## src/rtl/pipe_pkg.sv

```systemverilog
// pipe_pkg: shared constants and helpers for the pipe_r_hs elastic pipeline.
//   DEF_LANES / DEF_WIDTH / DEF_DEPTH : default geometry (32 lanes x 9 bits, 2 stages)
//   occ_width(depth)                  : width of the occupancy count for a given depth
//   lane_lsb(lane, width)             : LSB position of a lane inside a packed beat
package pipe_pkg;

  localparam int DEF_LANES = 32;
  localparam int DEF_WIDTH = 9;
  localparam int DEF_DEPTH = 2;

  // Occupancy can reach DEPTH+1 when the skid entry is present, so size for
  // DEPTH+2 distinct values.
  function automatic int occ_width(input int depth);
    return $clog2(depth + 2);
  endfunction

  localparam int DEF_OCC_W = occ_width(DEF_DEPTH);

  function automatic int lane_lsb(input int lane, input int width);
    return lane * width;
  endfunction

endpackage

```

## src/rtl/pipe_r_hs_stage.sv

```systemverilog
// pipe_r_hs_stage: one valid+data register of the elastic pipeline.
//   clk, rstb    : clock, synchronous active-low reset (clears valid and data)
//   flush        : clears valid only; data is left untouched
//   load         : stage advances this cycle (takes src_valid, data if src_valid)
//   src_valid/src_data : upstream stage (or pipeline input)
//   valid/data   : registered stage contents
module pipe_r_hs_stage #(
  parameter int W = 8
) (
  input  logic         clk,
  input  logic         rstb,
  input  logic         flush,
  input  logic         load,
  input  logic         src_valid,
  input  logic [W-1:0] src_data,
  output logic         valid,
  output logic [W-1:0] data
);

  always_ff @(posedge clk) begin
    if (!rstb) begin
      valid <= 1'b0;
      data  <= '0;
    end else begin
      if (flush) begin
        valid <= 1'b0;
      end else if (load) begin
        valid <= src_valid;
      end
      // Data only moves with a real beat, so it stays stable across bubbles.
      if (load && src_valid && !flush) begin
        data <= src_data;
      end
    end
  end

endmodule

```

## src/rtl/pipe_r_hs.sv

```systemverilog
// pipe_r_hs: elastic pipeline register bank, LANES signed samples of WIDTH bits
// per beat through DEPTH stages, with bubble collapsing, flush and occupancy.
//   clk, rstb            : clock, synchronous active-low reset
//   flush                : drop every in-flight beat (data registers untouched)
//   in_valid/in_ready/d_r    : upstream beat handshake, lane i at [i*WIDTH +: WIDTH]
//   out_valid/out_ready/q_r  : downstream beat handshake, same lane packing
//   occ                  : registered count of beats held
// Optional macro PIPE_R_HS_SKID_EN: one-entry skid ahead of stage 0 so that
// in_ready comes straight from a flop instead of combinationally from out_ready.
//
// Handshake: a beat transfers on a cycle where valid & ready are both 1.
// The sender holds its data stable while valid=1 and ready=0; this block does
// so on q_r, and expects the same of d_r.
module pipe_r_hs
  import pipe_pkg::*;
#(
  parameter int LANES = DEF_LANES,
  parameter int WIDTH = DEF_WIDTH,
  parameter int DEPTH = DEF_DEPTH
) (
  input  logic                       clk,
  input  logic                       rstb,
  input  logic                       flush,
  input  logic                       in_valid,
  output logic                       in_ready,
  input  logic [LANES*WIDTH-1:0]     d_r,
  output logic                       out_valid,
  input  logic                       out_ready,
  output logic [LANES*WIDTH-1:0]     q_r,
  output logic [$clog2(DEPTH+2)-1:0] occ
);

  localparam int W     = LANES * WIDTH;
  localparam int OCC_W = occ_width(DEPTH);

  logic         v    [DEPTH];
  logic [W-1:0] data [DEPTH];
  logic         adv  [DEPTH];

  logic         src_v;
  logic [W-1:0] src_d;

  // A stage advances if it is empty or the stage ahead advances; an empty
  // stage is overwritten, which is what collapses bubbles.
  for (genvar k = 0; k < DEPTH; k++) begin : g_stage
    if (k == DEPTH - 1) begin : g_last
      assign adv[k] = !v[k] | out_ready;
    end else begin : g_mid
      assign adv[k] = !v[k] | adv[k+1];
    end

    if (k == 0) begin : g_first
      pipe_r_hs_stage #(.W(W)) u_stage (
        .clk       (clk),
        .rstb      (rstb),
        .flush     (flush),
        .load      (adv[k]),
        .src_valid (src_v),
        .src_data  (src_d),
        .valid     (v[k]),
        .data      (data[k])
      );
    end else begin : g_next
      pipe_r_hs_stage #(.W(W)) u_stage (
        .clk       (clk),
        .rstb      (rstb),
        .flush     (flush),
        .load      (adv[k]),
        .src_valid (v[k-1]),
        .src_data  (data[k-1]),
        .valid     (v[k]),
        .data      (data[k])
      );
    end
  end

`ifdef PIPE_R_HS_SKID_EN
  logic         skid_valid;
  logic [W-1:0] skid_data;

  // While the skid holds a beat, in_ready is low, so the skid always wins
  // stage 0 over new input.
  assign in_ready = !skid_valid;
  assign src_v    = skid_valid | in_valid;
  assign src_d    = skid_valid ? skid_data : d_r;

  always_ff @(posedge clk) begin
    if (!rstb) begin
      skid_valid <= 1'b0;
      skid_data  <= '0;
    end else begin
      if (flush) begin
        skid_valid <= 1'b0;
      end else if (skid_valid) begin
        if (adv[0]) skid_valid <= 1'b0;
      end else begin
        skid_valid <= in_valid & !adv[0];
      end
      // Accepted beat that stage 0 cannot take this cycle parks in the skid.
      if (!flush && !skid_valid && in_valid && !adv[0]) begin
        skid_data <= d_r;
      end
    end
  end
`else
  assign in_ready = adv[0];
  assign src_v    = in_valid;
  assign src_d    = d_r;
`endif

  logic             in_xfer;
  logic             out_xfer;
  logic [OCC_W-1:0] occ_q;

  assign out_valid = v[DEPTH-1];
  assign q_r       = data[DEPTH-1];
  assign in_xfer   = in_valid & in_ready;
  assign out_xfer  = out_valid & out_ready;

  // Beats are never lost or duplicated, so occupancy is simply the running
  // balance of input and output transfers.
  always_ff @(posedge clk) begin
    if (!rstb) begin
      occ_q <= '0;
    end else if (flush) begin
      occ_q <= '0;
    end else begin
      occ_q <= occ_q + OCC_W'(in_xfer) - OCC_W'(out_xfer);
    end
  end

  assign occ = occ_q;

endmodule

```

## config.mk

```make
export PLATFORM = sky130hd
export DESIGN_NAME = pipe_r_hs
export DESIGN_NICKNAME = d
export VERILOG_FILES = /design/src/rtl/pipe_pkg.sv /design/src/rtl/pipe_r_hs_stage.sv /design/src/rtl/pipe_r_hs.sv
export SDC_FILE = /design/constraint.sdc
export NUM_CORES = 1
export LEC_CHECK = 0
export CAP_MARGIN = 20
export CORE_ASPECT_RATIO = 2
export CORE_MARGIN = 2
export CORE_UTILIZATION = 41
export DETAILED_ROUTE_END_ITERATION = 10
export PLACE_DENSITY = 0.7
export SYNTH_ARGS = -nofsm -noshare
export SYNTH_HDL_FRONTEND = slang
export SYNTH_SLANG_ARGS = --single-unit
```

## constraint.sdc

```tcl
create_clock -name clk -period 1.7 [get_ports clk]
set_input_delay 0.34 -clock clk [delete_from_list [all_inputs] [get_ports clk]]
set_output_delay 0.34 -clock clk [all_outputs]
set_load 0.005 [all_outputs]
```

==> flow_metrics.tcl, run 1 <==
set metrics [dict create \
    comb_power_share_pct 9.2 \
    first_global_vias 20139 \
    antenna_found_initial 4 \
    clock_power_share_pct 42.1 \
    grt_pass1_wl_um 112300 \
    fin_ws_ns -0.0001039 \
    die_w_um 179.5 \
    areaGrowthSynthToFinish_pct 30.05 \
    cts.sinks 580 \
    nNetsFinal 3466 \
    drive_above_1_share_pct 11.59 \
    synth_top_family_by_area "simple AND/OR/NAND/NOR gates" \
    hold_class "in2reg" \
    switchingPower_uw 6700 \
    final_hold_viol_count 0 \
    drtAntennaViolNets 0 \
    start_kind "flop" \
    synthAdderAreaFrac_pct 0.09907 \
    num_rows 128 \
    tightest_slew_ns 0.3201 \
    gp_congestion 0.8309 \
    grt_overflow 0 \
    crit_arrival_ns 1.36 \
    power_frac_seq_pct 48.7 \
    cp-end-kind "primary output" \
    fin_crit_ns 1.700 \
    p_leak_uw 0.01346 \
    synth_flop_cell "dfxtp_1" \
    dp_hpwl_um 51640 \
    ir_drop_uv 916.7 \
    drt_first_pass_iters 5 \
    io_pins 585 \
    multi_input_area_um2 10260 \
    achievable-frequency_mhz 588.2 \
    clk_path_buf_depth 3 \
    synth_compound_area_share_pct 14.31 \
    maxCapViolations 0 \
    synth-xor-area-share_pct 0.06935 \
    drt_iter0_drc 1078 \
    grt_max_degree 85 \
    vias_per_cell 5.123 \
    fin_crit_sh_pct 100.0 \
    p_per_area_nw_per_um2 886.8 \
    synth_edf_count 0 \
    nFillCells 5540 \
    synth_nets 3169 \
    synth_area_um2 25260 \
    clk_latency_ns 0.58 \
    p_sw_share_pct 23.00 \
    maxSlewViolCount 0 \
    syn-mean-instance-area_um2 8.789 \
    violations "negative setup slack" \
    post_dp_cell_area_um2 30720 \
    clock_skew_ns 0.009967 \
    max-slew-margin-rel_pct 78.66 \
    layout.area.seq_um2 11700 \
    tritoncts "yes" \
    ys_seq_elements 580 \
    route.final.wire_length_um 75120 \
    r2r_slack_ns 0.01 \
    portBuffers 584 \
    required_ns 1.36 \
    status "finished, violations left" \
    yosys.area_share.simple_pct 14.57 \
    max_stage_delay_ns 0.33 \
    ys_types 22 \
    holdWs_ns 0.1161 \
    final_area_um2 32850 \
    die_area_um2 63730 \
    start_util_pct 41.50 \
    reg2reg_from "g_stage[1].g_next.u_stage.valid" \
    power.internal_uw 22430 \
    worstSetupPathType "reg2out" \
    hold_path_startpoint "rstb" \
    htreeDepth 2 \
    path_clk_slew_ns 0.07 \
    syn-instance-count 2874 \
    drcViolationCount 0 \
    fp.coreArea_um2 60860 \
    yosys_warnings 0 \
    p_total_uw 29130 \
    wl_per_cell_um 18.80 \
    synth_mux_area_share_pct 11.41 \
    async_flop_share_pct 0 \
    startpoint "g_stage[1].g_next.u_stage.valid" \
    yosysSeqAreaShare_pct 45.97 \
    cts_buffers 51 \
    rsz0062_at_grt "true" \
    dieHeight_um 355.0 \
    finalSetupViolCount 1 \
    hold_buffers 0 \
    grt_usage_pct 21.77 \
    critPathSlowestCell "dfxtp_2" \
    crit_path_frequent_cell "buf_4" \
    cts_root_buf "clkbuf_16" \
    worstPathMaxFanout 3 \
    vias 20468 \
    crit_chain "nor2b_4 -> buf_4 -> nand2_4 -> buf_4" \
]
-- path summary, 6_finish.rpt --
kind | to | cells past startpoint
worst min-delay path | g_stage[1].g_next.u_stage.data[23] | 2
worst max register to register | g_stage[0].g_first.u_stage.data[36] | 8
worst max-delay path | in_ready | 4
worst min register to register | g_stage[1].g_next.u_stage.data[203] | 2
-- flip-flops by register name (all words and copies together), names as in the netlist --
name / cells
g_stage.g_next.u_stage.valid: 1
occ: 2
g_stage.g_first.u_stage.valid: 1
g_stage.g_first.u_stage.data: 288
g_stage.g_next.u_stage.data: 288
-- cell families after synthesis --
| group | Yosys count |
|---|---|
| simple gates | 878 |
| flops | 580 |
| compound gates | 578 |
| buf+inv | 546 |
| mux | 288 |
| xor+xnor | 2 |
| fa+ha+maj | 2 |
-- layout by cell type, fill, tap and decap left out, types with 11 or more instances in the layout --
cell / Yosys / final
a21boi_0: 256 / 256
a21boi_1: 32 / 32
buf_12: 0 / 55
buf_4: 296 / 114
buf_6: 26 / 12
clkbuf_16: 0 / 65
clkbuf_8: 0 / 11
clkdlybuf4s50_1: 0 / 291
clkinv_2: 0 / 11
dfxtp_1: 580 / 508
dfxtp_2: 0 / 71
dlygate4sd2_1: 0 / 290
mux2i_1: 288 / 287
nand2_1: 578 / 577
nand3_1: 288 / 288
o21ai_0: 288 / 288
-- synth_stat cells, drive strengths merged (2+ instances only) --
master  instances  share of area (%)
nand2b          4              0.099
ha              2              0.099
a21boi        288                8.6
nand3         288                5.7
o21ai         288                5.7
clkbuf        165                2.5
inv             2              0.030
nor2            5              0.074
nand2         578                8.6
a21oi           2              0.040
dfxtp         580                 46
nor2b           2              0.079
mux2i         288                 11
buf           379                 11
-- layer usage --
metal / GRT usage, % / vias up / wire [µm]
li1: - / 9953 / -
met1: 24.39 / 9671 / 28870
met2: 39.10 / 683 / 37910
met3: 4.636 / 161 / 4743
met4: 10.29 / 0 / 3590
met5: 0 / - / 0
-- timing repair --
item / CTS / global route
buffers inserted: 2 / 19
resized for setup: 368 / 36
pin swaps: 2 / 1
cloned: 0 / 15
endpoints found under the setup margin: 292 / 226
-- layout make-up --
| type | count | area share [%] |
|---|---|---|
| sequential | 580 | 35.63 |
| clock inverter | 23 | 0.7999 |
| clock buffer | 69 | 4.556 |
| inverter | 2 | 0.02285 |
| timing repair buffer | 788 | 24.74 |
| antenna | 5 | 0.03809 |
| tap | 780 | 2.971 |
| multi-input combinational | 1748 | 31.25 |
-- critical path: cells and delay by family (launching register included) --
kind / cells / cell delay [ns]
buffers and inverters: 2 / 0.26
flip-flops: 1 / 0.33
AND/OR/NAND/NOR: 2 / 0.20
-- per-stage QoR --
step / cells / setup WS, ns / setup TNS, ns / utilization [%]
3_3_place_gp: 3867 / -0.4215 / -176.84 / 50.48
6_report: 3995 / -0.0001039 / -0.0001039 / 53.98
5_1_grt: 3995 / -0.07518 / -0.4863 / 53.98
3_5_place_dp: 3867 / -0.4594 / -183.94 / 50.48
4_1_cts: 3961 / -0.05172 / -0.1633 / 52.96
2_1_floorplan: 2874 / -0.02803 / -0.02803 / -
-- power groups by stage --
stage	combinational, µW	sequential (µW)	clock, µW
after floorplan	1290	14400	0
after global placement	2520	14500	0
after detailed placement	2540	14500	0
after CTS	2520	14200	12500
after global routing	2890	14200	13000
final	2680	14200	12300
Note: power is estimated with default switching activity, not from simulation.
==> inputs of run 2 (changes only) <==
- SETUP_SLACK_MARGIN: not set -> 0.02
==> run 2 against run 1 <==
Effect of this change:
- the flow still finishes with violations (negative setup slack)
- hold slack got worse by 0.0022 ns
- sequential power about the same
- via count decreased by 0.20%
- critical path depth increased by 4
- clock power about the same
- utilization about the same
- largest cell class unchanged
==> flow_metrics.tcl, run 2 (synthesis results as in run 1) <==
set metrics [dict create \
    maxSlewViolCount 0 \
    grt_usage_pct 21.77 \
    worstSetupPathType "reg2reg" \
    cts_buffers 51 \
    route.final.wire_length_um 74670 \
    tritoncts "yes" \
    dieHeight_um 355.0 \
    grt_pass1_wl_um 112300 \
    start_util_pct 41.50 \
    die_area_um2 63730 \
    clk_path_buf_depth 3 \
    hold_buffers 0 \
    hold_class "in2reg" \
    drt_iter0_drc 1038 \
    fin_ws_ns -0.06006 \
    critPathSlowestCell "dfxtp_2" \
    power.internal_uw 22420 \
    cts.sinks 580 \
    p_leak_uw 0.01343 \
    vias_per_cell 5.121 \
    htreeDepth 2 \
    clock_skew_ns 0.01019 \
    drcViolationCount 0 \
    max_stage_delay_ns 0.32 \
    status "finished, violations left" \
    maxCapViolations 0 \
    nNetsFinal 3460 \
    finalSetupViolCount 71 \
    cts_root_buf "clkbuf_16" \
    dp_hpwl_um 51640 \
    p_total_uw 29110 \
    die_w_um 179.5 \
    gp_congestion 0.8309 \
    io_pins 585 \
    antenna_found_initial 4 \
    clk_latency_ns 0.58 \
    rsz0062_at_grt "true" \
    path_clk_slew_ns 0.07 \
    layout_commonest_cell "nand2_1" \
    grt_overflow 0 \
    start_kind "flop" \
    fp.coreArea_um2 60860 \
    holdWs_ns 0.1140 \
    final_area_um2 32830 \
    wl_per_cell_um 18.72 \
    drive_above_1_share_pct 11.45 \
    max-slew-margin-rel_pct 78.69 \
    fin_crit_sh_pct 103.5 \
    fin_crit_ns 1.760 \
    post_dp_cell_area_um2 30720 \
    first_global_vias 20139 \
    setup_tns_ns -1.715 \
    grt_max_degree 85 \
    violations "negative setup slack" \
    drt_first_pass_iters 5 \
    final_cell_mix "nand2_1 (577), dfxtp_1 (508), clkdlybuf4s50_1 (291)" \
    drtAntennaViolNets 0 \
    areaGrowthSynthToFinish_pct 29.98 \
    comb_power_share_pct 9.2 \
    tightest_slew_ns 0.3196 \
    required_ns 2.21 \
    p_sw_share_pct 22.98 \
    worstPathMaxFanout 9 \
    final_hold_viol_count 0 \
    switchingPower_uw 6689 \
    crit_chain "nor2b_4 -> buf_6 -> buf_6 -> a21oi_4 -> buf_12 -> buf_12 -> clkbuf_16 -> mux2i_1" \
    place_ws_ns -0.4594 \
    p_per_area_nw_per_um2 886.7 \
    num_rows 128 \
    portBuffers 584 \
    crit_arrival_ns 2.27 \
    cp-end-kind "flop" \
    achievable-frequency_mhz 568.2 \
    vias 20427 \
    power_frac_seq_pct 48.7 \
    clock_power_share_pct 42.1 \
    ir_drop_uv 919.1 \
]
-- run 2: changes by cell type in the layout (fill, tap and decap cells not counted), sizes merged --
cell           before  now
buf               194  188
clkdlybuf4s15       1    3
dlygate4sd2       290  288
-- run 2: timing repair --
item	4_1_cts	5_1_grt
setup buffers	2	12
gates cloned	0	14
setup endpoints to repair	294	286
hold endpoints to repair	0	0
resized for setup	368	45
pin swaps	2	1
-- run 2: layout make-up --
class,instances,area [µm²]
Fill cell,5539,28030
Sequential cell,580,11700
Multi-Input combinational cell,1748,10270
Timing Repair Buffer,782,8104
Clock buffer,69,1496
Tap cell,780,975.9
Clock inverter,23,262.8
Antenna cell,5,12.51
Inverter,2,7.507
-- run 2: metrics by stage --
stage / utilization, % / instances
after global placement: 50.48 / 3867
after global routing: 53.95 / 3989
after detailed placement: 50.48 / 3867
final: 53.95 / 3989
after CTS: 52.96 / 3961
after floorplan: - / 2874
-- run 2: metal layers --
metal / vias to the layer above / track usage (%) / part of all wire, %
met5: - / 0 / 0
met3: 154 / 4.636 / 6.2
li1: 9938 / - / -
met2: 672 / 39.10 / 51
met4: 0 / 10.29 / 4.5
met1: 9663 / 24.39 / 38
-- run 2: power groups by stage --
stage | sequential, µW | combinational (µW) | clock, µW
after floorplan | 14400 | 1290 | 0
after global placement | 14500 | 2520 | 0
after detailed placement | 14500 | 2540 | 0
after CTS | 14200 | 2520 | 12500
after global routing | 14200 | 2870 | 13000
final | 14200 | 2670 | 12300
-- run 2: worst max-delay path: cells and delay by family (launching register included) --
kind	cells	cell delay, ns
AND/OR/NAND/NOR	1	0.13
flip-flops	1	0.32
multiplexers	1	0.18
buffers and inverters	5	0.79
AO/OA/AOI/OAI	1	0.24
-- run 2: worst paths after layout --
check        slack, ns                                   end                                  from  cells past startpoint
min reg2reg       0.46  g_stage[0].g_first.u_stage.data[126]  g_stage[0].g_first.u_stage.data[126]                      2
max              -0.06   g_stage[0].g_first.u_stage.data[69]       g_stage[1].g_next.u_stage.valid                      8
max reg2reg      -0.06   g_stage[0].g_first.u_stage.data[69]       g_stage[1].g_next.u_stage.valid                      8
min               0.11    g_stage[1].g_next.u_stage.data[23]                                  rstb                      2
